===== config.mk =====
export PLATFORM = sky130hd
export DESIGN_NAME = zrle_frame_ctrl
export DESIGN_NICKNAME = d
export VERILOG_FILES = /design/src/rtl/ebpc_pkg.sv /design/src/rtl/ebpc_stream_reg.sv /design/src/rtl/zrle_frame_ctrl.sv
export SDC_FILE = /design/constraint.sdc
export NUM_CORES = 1
export LEC_CHECK = 0
export ABC_AREA = 1
export BUFFER_PORTS_ARGS = -buffer_cell sky130_fd_sc_hd__buf_2
export CORE_MARGIN = 2
export CORE_UTILIZATION = 35
export DETAILED_ROUTE_END_ITERATION = 12
export GPL_ROUTABILITY_DRIVEN = 0
export PLACE_DENSITY = 0.6
export SYNTH_ARGS = -nofsm -noshare
export SYNTH_HDL_FRONTEND = slang
export SYNTH_SLANG_ARGS = --single-unit

===== constraint.sdc =====
create_clock -name clk_i -period 1.8 [get_ports clk_i]
set_input_delay 0.27 -clock clk_i [delete_from_list [all_inputs] [get_ports clk_i]]
set_output_delay 0.27 -clock clk_i [all_outputs]
set_load 0.01 [all_outputs]

===== src/rtl/ebpc_pkg.sv =====
// Shared widths for the EBPC encoder path.
// Word width and frame counter width used across stages.
package ebpc_pkg;

    localparam int unsigned DATA_W      = 16;
    localparam int unsigned FRAME_CNT_W = 24;

endpackage


===== src/rtl/ebpc_stream_reg.sv =====
// One-entry valid/ready register.
// Accepts a new word whenever empty or being drained in the same cycle.
module ebpc_stream_reg #(
    parameter int unsigned W = 16
) (
    input  logic         clk_i,
    input  logic         rst_ni,
    input  logic         in_vld_i,
    input  logic [W-1:0] in_data_i,
    output logic         in_rdy_o,
    output logic         out_vld_o,
    output logic [W-1:0] out_data_o,
    input  logic         out_rdy_i
);

    logic         vld_q;
    logic [W-1:0] data_q;

    assign in_rdy_o   = !vld_q || out_rdy_i;
    assign out_vld_o  = vld_q;
    assign out_data_o = data_q;

    // Reload wins over drain so a same-cycle swap keeps the entry valid.
    always_ff @(posedge clk_i or negedge rst_ni) begin
        if (!rst_ni) begin
            vld_q  <= 1'b0;
            data_q <= '0;
        end else if (in_vld_i && in_rdy_o) begin
            vld_q  <= 1'b1;
            data_q <= in_data_i;
        end else if (out_rdy_i) begin
            vld_q  <= 1'b0;
        end
    end

endmodule


===== src/rtl/zrle_frame_ctrl.sv =====
// Frame sequencer feeding the zero-run-length encoder.
// Forks nonzero words to a side stream and reports the nonzero count.
module zrle_frame_ctrl
    import ebpc_pkg::*;
#(
    parameter int unsigned CNT_W = FRAME_CNT_W
) (
    input  logic              clk_i,
    input  logic              rst_ni,
    input  logic [CNT_W-1:0]  cfg_len_i,
    input  logic              cfg_vld_i,
    output logic              cfg_rdy_o,
    input  logic [DATA_W-1:0] data_i,
    input  logic              vld_i,
    output logic              rdy_o,
    output logic              zrle_is_one_o,
    output logic              zrle_flush_o,
    output logic              zrle_vld_o,
    input  logic              zrle_rdy_i,
    input  logic              zrle_idle_i,
    output logic [DATA_W-1:0] nz_data_o,
    output logic              nz_vld_o,
    input  logic              nz_rdy_i,
    output logic              busy_o,
    output logic              done_o,
    output logic [CNT_W-1:0]  nnz_o
);

    typedef enum logic [1:0] {
        IDLE,
        RUN,
        DRAIN,
        DONE
    } state_e;

    state_e             state_q;
    logic [CNT_W-1:0]   cnt_q;
    logic [CNT_W-1:0]   nnz_cnt_q;
    logic [CNT_W-1:0]   nnz_q;
    logic               run;
    logic               is_nz;
    logic               space;
    logic               pass;
    logic               accept;
    logic               nz_load;

    assign run     = (state_q == RUN);
    assign is_nz   = (data_i != '0);
    assign pass    = !is_nz || space;
    assign accept  = vld_i && rdy_o;
    assign nz_load = accept && is_nz;

    assign rdy_o         = run && zrle_rdy_i && pass;
    assign zrle_vld_o    = run && vld_i && pass;
    assign zrle_flush_o  = run && (cnt_q == '0);
    assign zrle_is_one_o = run && is_nz;

    assign cfg_rdy_o = (state_q == IDLE);
    assign busy_o    = (state_q != IDLE);
    assign done_o    = (state_q == DONE);
    assign nnz_o     = nnz_q;

    ebpc_stream_reg #(
        .W (DATA_W)
    ) u_nz_reg (
        .clk_i      (clk_i),
        .rst_ni     (rst_ni),
        .in_vld_i   (nz_load),
        .in_data_i  (data_i),
        .in_rdy_o   (space),
        .out_vld_o  (nz_vld_o),
        .out_data_o (nz_data_o),
        .out_rdy_i  (nz_rdy_i)
    );

    // Frame sequencing: count words down, wait for drain, pulse done.
    always_ff @(posedge clk_i or negedge rst_ni) begin
        if (!rst_ni) begin
            state_q   <= IDLE;
            cnt_q     <= '0;
            nnz_cnt_q <= '0;
            nnz_q     <= '0;
        end else begin
            unique case (state_q)
                IDLE: begin
                    if (cfg_vld_i) begin
                        cnt_q     <= cfg_len_i;
                        nnz_cnt_q <= '0;
                        state_q   <= RUN;
                    end
                end
                RUN: begin
                    if (accept) begin
                        if (is_nz) begin
                            nnz_cnt_q <= nnz_cnt_q + CNT_W'(1);
                        end
                        if (cnt_q == '0) begin
                            state_q <= DRAIN;
                        end else begin
                            cnt_q <= cnt_q - CNT_W'(1);
                        end
                    end
                end
                DRAIN: begin
                    if (zrle_idle_i && !nz_vld_o) begin
                        nnz_q   <= nnz_cnt_q;
                        state_q <= DONE;
                    end
                end
                DONE: begin
                    state_q <= IDLE;
                end
                default: begin
                    state_q <= IDLE;
                end
            endcase
        end
    end

endmodule


==> flow_metrics.tcl, run 1 <==
set metrics [dict create \
    grt_usage_pct 19.5 \
    die_h_um 129 \
    dpl.hpwl_um 10500 \
    slew_headroom_pct 67.6 \
    min_period_ps 1930 \
    synthCells 797 \
    finalCritPeriodShare_pct 107 \
    hold_start "nz_rdy_i" \
    die_x_um 129 \
    violations "negative setup slack" \
    leakagePower_nw 3.65 \
    final_cell_mix "292 x nand2_1, 93 x buf_2, 90 x nor2_1" \
    cts_tree "yes" \
    clock_latency_ps 350 \
    p_int_mw 6.06 \
    swShare_pct 44.6 \
    max-cap-violations 0 \
    root_buffer "clkbuf_16" \
    power_frac_clock_pct 19.1 \
    hold_viol_final 0 \
    num_rows 45 \
    die_area_um2 16700 \
    grt_setup_unrepaired "true" \
    combPwrFrac_pct 54.1 \
    grt_first_pass_wirelength_um 25700 \
    status "complete, but fails checks" \
    crit_path_start_kind "register" \
    final_nets 990 \
    final_common_cell "nand2_1" \
    final-setup-viol-count 1 \
    postRouteAntennaNets 0 \
    startpoint "cnt_q[20]" \
    io_buffers 94 \
    synth_area_leaders "dfrtp_1 41%, nand2_1 20%, nor2_1 7.2%" \
    p_seq_share_pct 26.8 \
    antenna_found_initial 1 \
    core_um2 15300 \
    clock-sinks 91 \
    multi_input_comb_area_um2 2990 \
    cp-end-kind "output pin" \
    final-seq-area_um2 2280 \
    fin_cells 1153 \
    worst_pin_slew_ps 486 \
    grt_max_degree 92 \
    drcViolationCount 0 \
    num_vias 5552 \
    dp_cells 1123 \
    avgSynthCellArea_um2 6.89 \
    netlist_area_um2 5490 \
    drt_iter0_markers 347 \
    synth_top_cell_area_share_pct 41.5 \
    yosys.area.top_type "dfrtp_1" \
    ys_seq_area_share_pct 41.5 \
    drt-total-wl_um 15600 \
    finalMaxSlewViolations 0 \
    p_per_area_nw_per_um2 1530 \
    power_switching_mw 4.88 \
    cts_htree_levels 3 \
    n_fill_cell 1558 \
    vias_per_cell 4.82 \
    finalWorstSetupSlack_ps -129 \
    cts_buffers 9 \
    yosysUniqueCellTypes 31 \
    clkTransAtPathRegs_ps 70 \
    synth_nets 851 \
    ioPinCount 95 \
    fmax_ghz 0.518 \
    synth-seq-cells 91 \
    grt_pass1_vias 5267 \
    wl_per_cell_um 13.5 \
    worstPathMaxFanout 5 \
    required_ps 1530 \
    hp-class "input port to register" \
    cts_buffer_depth 2 \
    critPathKind "register to output pin" \
    grt-ovfl-total 0 \
    start_util_pct 36.0 \
    finish.utilization_pct 46.7 \
    worst_clock_skew_ps 9.47 \
    area_growth_pct 30.0 \
    yosys_warnings 0 \
    dr.pass1.iters 5 \
    vdd_ir_drop_max_mv 0.727 \
    arrival_ps 1660 \
    r2r-start "cnt_q[0]" \
    final_layout_size_suffix_gt1_share_pct 24.9 \
]
## sequential cells by signal, summed over array words and instances, names as in the netlist
signal	cells
nnz_cnt_q	24
nnz_o	24
state_q	2
u_nz_reg.out_data_o	16
cnt_q	24
u_nz_reg.out_vld_o	1
## stage by stage
step | power (mW) | TNS (ps) | area, um2 | hold WS [ps] | setup WS, ps
after floorplan | 6.22 | 0 | 5490 | -25.6 | 105
after global placement | 8.01 | -1950 | 6500 | 367 | -87.5
after detailed placement | 8.07 | -3600 | 6500 | 365 | -148
after CTS | 10.5 | -182 | 6920 | 99.5 | -182
after global routing | 11.8 | -214 | 7130 | 114 | -197
final | 10.9 | -129 | 7130 | 119 | -129
## routing by layer
| metal | track usage (%) | wire length, um | part of all wire (%) |
|---|---|---|---|
| met2 | 32.8 | 7350 | 47 |
| met1 | 24.8 | 7180 | 46 |
| met5 | 0 | 0 | 0 |
| met4 | 6.14 | 322 | 2.1 |
| met3 | 4.38 | 728 | 4.7 |
## cells in the mapped netlist, drive strengths merged
master / number
nand3: 82
clkbuf: 10
nor2: 114
ha: 7
nand2: 298
or2: 3
buf: 20
mux2: 5
nand4: 28
a21o: 5
nor3b: 2
dfrtp: 91
inv: 66
a21oi: 7
a31oi: 1
and3: 1
o21bai: 1
xor2: 8
nor3: 3
o21ai: 45
## final cells by class
class	count	share of cell area, %
multi-input combinational	613	41.9
clock inverter	7	1.39
antenna	1	0.0351
tap	211	3.70
inverter	66	3.51
clock buffer	9	3.16
sequential	91	32.0
timing repair buffer	155	14.3
## kinds of logic (layout without fill, tap and decap cells)
kind of cell	Yosys count	in the layout	share of synthesized area [%]
other	0	1	0
adders and majority gates	7	7	1.60
DFF	91	91	41.5
and+or+nand+nor	531	534	41.3
AOI/OAI and AO/OA	59	59	5.81
muxes	5	5	1.03
buffers and inverters	96	237	7.55
xor gates and xnor gates	8	8	1.28
## critical path, cell delays in order (launching register included)
cell and delay, ps:
dfrtp_1 450, nor2_4 150, nand2_1 100, nor3_2 190, nand4_1 150, nor2_1 120, buf_2 140
## power groups by stage
stage	Combinational, mW	Clock, mW	Sequential [mW]
after CTS	5.41	2.15	2.89
after detailed placement	5.18	0	2.90
after global placement	5.13	0	2.88
after global routing	6.55	2.23	2.99
final	5.92	2.09	2.93
after floorplan	3.14	0	3.08
## final timing paths
path / slack, ps / to / depth (start not counted)
worst max-delay path: -130 / zrle_flush_o / 6
worst min-delay path: 120 / u_nz_reg.out_vld_o / 2
worst max register to register: 100 / cnt_q[22] / 10
worst min register to register: 480 / nnz_o[5] / 2
max in group asynchronous: 900 / state_q[0] / 3
min in group asynchronous: 520 / nnz_o[2] / 3
## repair_timing
item / CTS / global route
setup buffers: 3 / 6
hold buffers: 1 / 0
pin swaps: 4 / 11
hold endpoints to repair: 90 / 0
setup endpoints to repair: 52 / 52
gates cloned: 1 / 2
gates resized for setup: 14 / 39
(Power assumes the default switching activity.)
==> run 2: changes to the inputs <==
BUFFER_PORTS_ARGS = -buffer_cell sky130_fd_sc_hd__buf_4   (was -buffer_cell sky130_fd_sc_hd__buf_2)
CTS_CLUSTER_SIZE = 20   (was default)
==> run 2 against run 1 <==
- the run still ends with negative setup slack left
- sequential power increased by 2%
- die area stayed put
- largest power group unchanged
- power is 1.4% higher
- hold slack worse by 3.2 ps
- register-to-register slack lost 130 ps
- utilization is 1.5 points higher
- clock skew is 0.69 ps higher
- critical path depth stayed put
- combinational power grew 3%
- flip-flop and latch count unchanged
==> flow_metrics.tcl, run 2 (same netlist as run 1, synthesis figures left out) <==
set metrics [dict create \
    grt_max_degree 44 \
    final_cell_mix "292 x nand2_1, 149 x buf_4, 89 x dfrtp_1" \
    fin_cells 1154 \
    cts_buffer_depth 2 \
    root_buffer "clkbuf_16" \
    leakagePower_nw 3.70 \
    vdd_ir_drop_max_mv 0.662 \
    final-seq-area_um2 2280 \
    dp_cells 1103 \
    grt_pass1_vias 5284 \
    critPathKind "register to output pin" \
    grt_first_pass_wirelength_um 25800 \
    placed_cell_area_um2 6600 \
    hp-class "input port to register" \
    num_vias 5544 \
    postRouteAntennaNets 0 \
    cts_buffers 9 \
    slew_headroom_pct 69.8 \
    worst_pin_slew_ps 451 \
    die_x_um 129 \
    finalWorstSetupSlack_ps -71.7 \
    core_um2 15300 \
    grt_setup_unrepaired "true" \
    required_ps 1530 \
    final-setup-viol-count 2 \
    drt-total-wl_um 15800 \
    antenna_found_initial 0 \
    worst_clock_skew_ps 10.2 \
    multi_input_comb_area_um2 2990 \
    min_period_ps 1870 \
    finish.utilization_pct 48.2 \
    status "complete, but fails checks" \
    grt_usage_pct 19.3 \
    cts_htree_levels 3 \
    design_area_um2 7360 \
    dpl.hpwl_um 10700 \
    clock_latency_ps 350 \
    area_growth_pct 34.1 \
    fmax_ghz 0.534 \
    hold_viol_final 0 \
    start_util_pct 36.0 \
    antennaDiodeCount 0 \
    io_buffers 94 \
    final_nets 992 \
    worstPathMaxFanout 5 \
    wl_per_cell_um 13.7 \
    finalMaxSlewViolations 0 \
    num_rows 45 \
    n_fill_cell 1566 \
    dr.pass1.iters 5 \
    cp-end-kind "output pin" \
    violations "negative setup slack" \
    crit_path_start_kind "register" \
    place_ws_ps -49.1 \
    setup_tns_ps -104 \
    finalCritPeriodShare_pct 104 \
    drt_iter0_markers 365 \
    ioPinCount 95 \
    die_area_um2 16700 \
    drcViolationCount 0 \
    p_per_area_nw_per_um2 1510 \
    clock-sinks 91 \
    max-cap-violations 0 \
    arrival_ps 1600 \
    vias_per_cell 4.80 \
    grt-ovfl-total 0 \
    final_common_cell "nand2_1" \
    die_h_um 129 \
    clkTransAtPathRegs_ps 60 \
    final_layout_size_suffix_gt1_share_pct 24.9 \
    cts_tree "yes" \
]
run 2: layout make-up:
| cell class | instances | area share [%] |
|---|---|---|
| tap | 211 | 3.59 |
| clock buffer | 10 | 3.11 |
| inverter | 66 | 3.40 |
| sequential | 91 | 31.0 |
| multi-input combinational | 613 | 40.6 |
| timing repair buffer | 157 | 17.1 |
| clock inverter | 6 | 1.22 |
run 2: path summary, 6_finish.rpt:
| check | startpoint | end | slack (ps) | cells past startpoint |
|---|---|---|---|---|
| worst max-delay path | cnt_q[4] | zrle_flush_o | -70 | 6 |
| worst max register to register | cnt_q[10] | cnt_q[22] | -30 | 15 |
| worst min register to register | nnz_o[7] | nnz_o[7] | 480 | 2 |
| min in group asynchronous | rst_ni | nnz_o[15] | 410 | 2 |
| worst min-delay path | nz_rdy_i | u_nz_reg.out_vld_o | 120 | 2 |
| max in group asynchronous | rst_ni | cnt_q[2] | 870 | 3 |
run 2: per-layer routing:
metal	track usage [%]	part of all wire, %
met1	25.2	46
met2	32.6	48
met3	4.25	3.9
met4	4.73	1.6
met5	0	0
run 2: critical path, stage by stage, from the launching register on:
cell,delay (ps)
dfrtp_1,410
nor2_4,180
nand2_4,100
nor3_2,160
nand4_1,150
nor2_1,120
buf_4,130
run 2: report_power, final:
group	internal, mW	switching [mW]	leakage, nW
sequential	2.58	0.398	1.20
combinational	2.42	3.66	2.35
clock	1.22	0.828	0.153
total	6.22	4.88	3.70
run 2: metrics by stage:
step,hold WS (ps),power (mW)
3_3_place_gp,243,7.93
6_report,115,11.1
5_1_grt,117,11.9
4_1_cts,105,10.6
2_1_floorplan,-25.6,6.22
3_5_place_dp,244,7.98
run 2: what timing repair did:
action,4_1_cts,5_1_grt
endpoints found under the setup margin,53,51
gates resized for setup,22,25
pin swaps,9,16
gates cloned,0,3
setup buffers,23,8
hold buffers,1,0
hold endpoints to repair,29,0
==> run 3: changes to the inputs <==
CORE_ASPECT_RATIO = 1.4   (was default)
==> run 3 against run 2 <==
- critical path type unchanged
- flip-flop and latch count unchanged
- clock-buffer cell count unchanged
- sequential power increased by 2%
- utilization decreased by 0.86 points
- highest routed layer unchanged
- setup slack got worse by 63 ps
- power increased by 0.47%
- the run still ends with negative setup slack left
- register-to-register slack improved by 60 ps
- largest power group unchanged
- hold slack improved by 3.5 ps
- die area about the same
==> flow_metrics.tcl, run 3 (same netlist as run 1, synthesis figures left out) <==
set metrics [dict create \
    status "complete, but fails checks" \
    violations "negative setup slack" \
    final_nets 985 \
    crit_path_start_kind "register" \
    worst_clock_skew_ps 7.09 \
    min_period_ps 1930 \
    clock_latency_ps 350 \
    dpl.hpwl_um 11000 \
    final_cell_mix "293 x nand2_1, 139 x buf_4, 93 x nor2_1" \
    drt-total-wl_um 16100 \
    start_util_pct 35.5 \
    grt_max_degree 92 \
    ioPinCount 95 \
    die_h_um 152 \
    place_ws_ps -95.4 \
    antennaDiodeCount 0 \
    p_per_area_nw_per_um2 1520 \
    postRouteAntennaNets 0 \
    fmax_ghz 0.517 \
    hold_viol_final 0 \
    drt_iter0_markers 281 \
    clkTransAtPathRegs_ps 70 \
    antenna_found_initial 0 \
    p_seq_share_pct 27.2 \
    cts_htree_levels 3 \
    wl_per_cell_um 14.2 \
    critPathKind "register to output pin" \
    finalCritPeriodShare_pct 107 \
    finalWorstSetupSlack_ps -135 \
    path_cells "inv_2 -> ha_4 -> nand3_4 -> nor3_4 -> nand4_1 -> nor2_1 -> buf_4" \
    hp-class "input port to register" \
    area_growth_pct 33.5 \
    final_common_cell "nand2_1" \
    drcViolationCount 0 \
    arrival_ps 1660 \
    combPwrFrac_pct 52.7 \
    grt_pass1_vias 5186 \
    max_stage_delay_ps 400 \
    power_switching_mw 4.82 \
    final-setup-viol-count 1 \
    dr.pass1.iters 5 \
    p_int_mw 6.33 \
    clock-sinks 91 \
    grt-ovfl-total 0 \
    vias_per_cell 4.92 \
    cts_tree "yes" \
    num_vias 5574 \
    power.total_mw 11.2 \
    cts_buffer_depth 2 \
    final_layout_size_suffix_gt1_share_pct 24.6 \
    die_area_um2 16700 \
    swShare_pct 43.2 \
    required_ps 1530 \
    worstPathMaxFanout 3 \
    core_um2 15500 \
    grt_first_pass_wirelength_um 25700 \
    leakagePower_nw 3.69 \
    placed_cell_area_um2 6590 \
    num_rows 54 \
    cp-end-kind "output pin" \
    design_area_um2 7330 \
    slew_headroom_pct 65.5 \
    worst_pin_slew_ps 517 \
    cts_buffers 9 \
    grt_usage_pct 19.5 \
    cpMaxStageDelayCell "dfrtp_1" \
    max-cap-violations 0 \
    root_buffer "clkbuf_16" \
    power_frac_clock_pct 20.1 \
    die_x_um 110 \
    grt_setup_unrepaired "true" \
    finalMaxSlewViolations 0 \
    vdd_ir_drop_max_mv 0.686 \
    io_buffers 94 \
]
[run 3: cell types whose count changed in the layout (fill, tap and decap cells not counted), moves of 2 or more]
| cell | change |
|---|---|
| nand3_2 | -2 |
| buf_4 | -10 |
| clkinv_4 | -2 |
| dfrtp_1 | -3 |
| inv_1 | -2 |
| nor2_1 | +5 |
| buf_6 | +4 |
| dfrtp_2 | +3 |
| nor2_2 | -5 |
[run 3: power groups by stage]
stage	Sequential, mW	Clock (mW)	Combinational [mW]
2_1_floorplan	3.08	0	3.14
3_3_place_gp	3.01	0	4.97
3_5_place_dp	3.01	0	5.01
4_1_cts	3.00	2.30	5.40
5_1_grt	3.10	2.38	6.48
6_report	3.03	2.24	5.88
[run 3: layer usage]
layer  track usage [%]  vias to the layer above  share of wire [%]
met5                 0                        -                  0
met4              8.56                        0                3.7
met3              2.74                       34                4.0
met2              32.9                      135                 52
met1              24.3                     2579                 40
li1                  -                     2826                  -
[run 3: critical path: cells and delay by family (launching register included)]
kind | cells | cell delay, ps
buffers and inverters | 2 | 240
AND/OR/NAND/NOR | 4 | 530
flip-flops | 1 | 400
adder cells (fa/ha/maj) | 1 | 150
[run 3: path summary, 6_finish.rpt]
path,from,to,slack [ps],cells past startpoint
worst max-delay path,cnt_q[1],zrle_flush_o,-130,7
worst min-delay path,nz_rdy_i,u_nz_reg.out_vld_o,120,2
worst max register to register,cnt_q[0],cnt_q[8],30,12
worst min register to register,nnz_o[10],nnz_o[10],490,2
max in group asynchronous,rst_ni,cnt_q[21],860,3
min in group asynchronous,rst_ni,u_nz_reg.out_data_o[15],500,3
[run 3: area by class of cell]
type | instances | area [um2]
Tap cell | 196 | 245
Sequential cell | 91 | 2280
Multi-Input combinational cell | 612 | 2970
Clock buffer | 10 | 239
Clock inverter | 6 | 111
Timing Repair Buffer | 151 | 1230
Fill cell | 1593 | 8140
Inverter | 66 | 253
[run 3: metrics by stage]
stage                     instances  setup TNS [ps]  hold WS [ps]  utilization, %
after floorplan                 797               0         -25.6               -
after global placement         1091            -663           365            42.6
after detailed placement       1091           -2010           370            42.6
after CTS                      1122            -113           107            46.0
after global routing           1132            -856           131            47.4
final                          1132            -135           119            47.4
[run 3: what timing repair did]
item,CTS,global route
endpoints found under the setup margin,43,52
hold buffers,1,0
gates resized for setup,18,38
gates cloned,1,1
pin swaps,5,9
endpoints found under the hold margin,14,0
buffers inserted,13,9
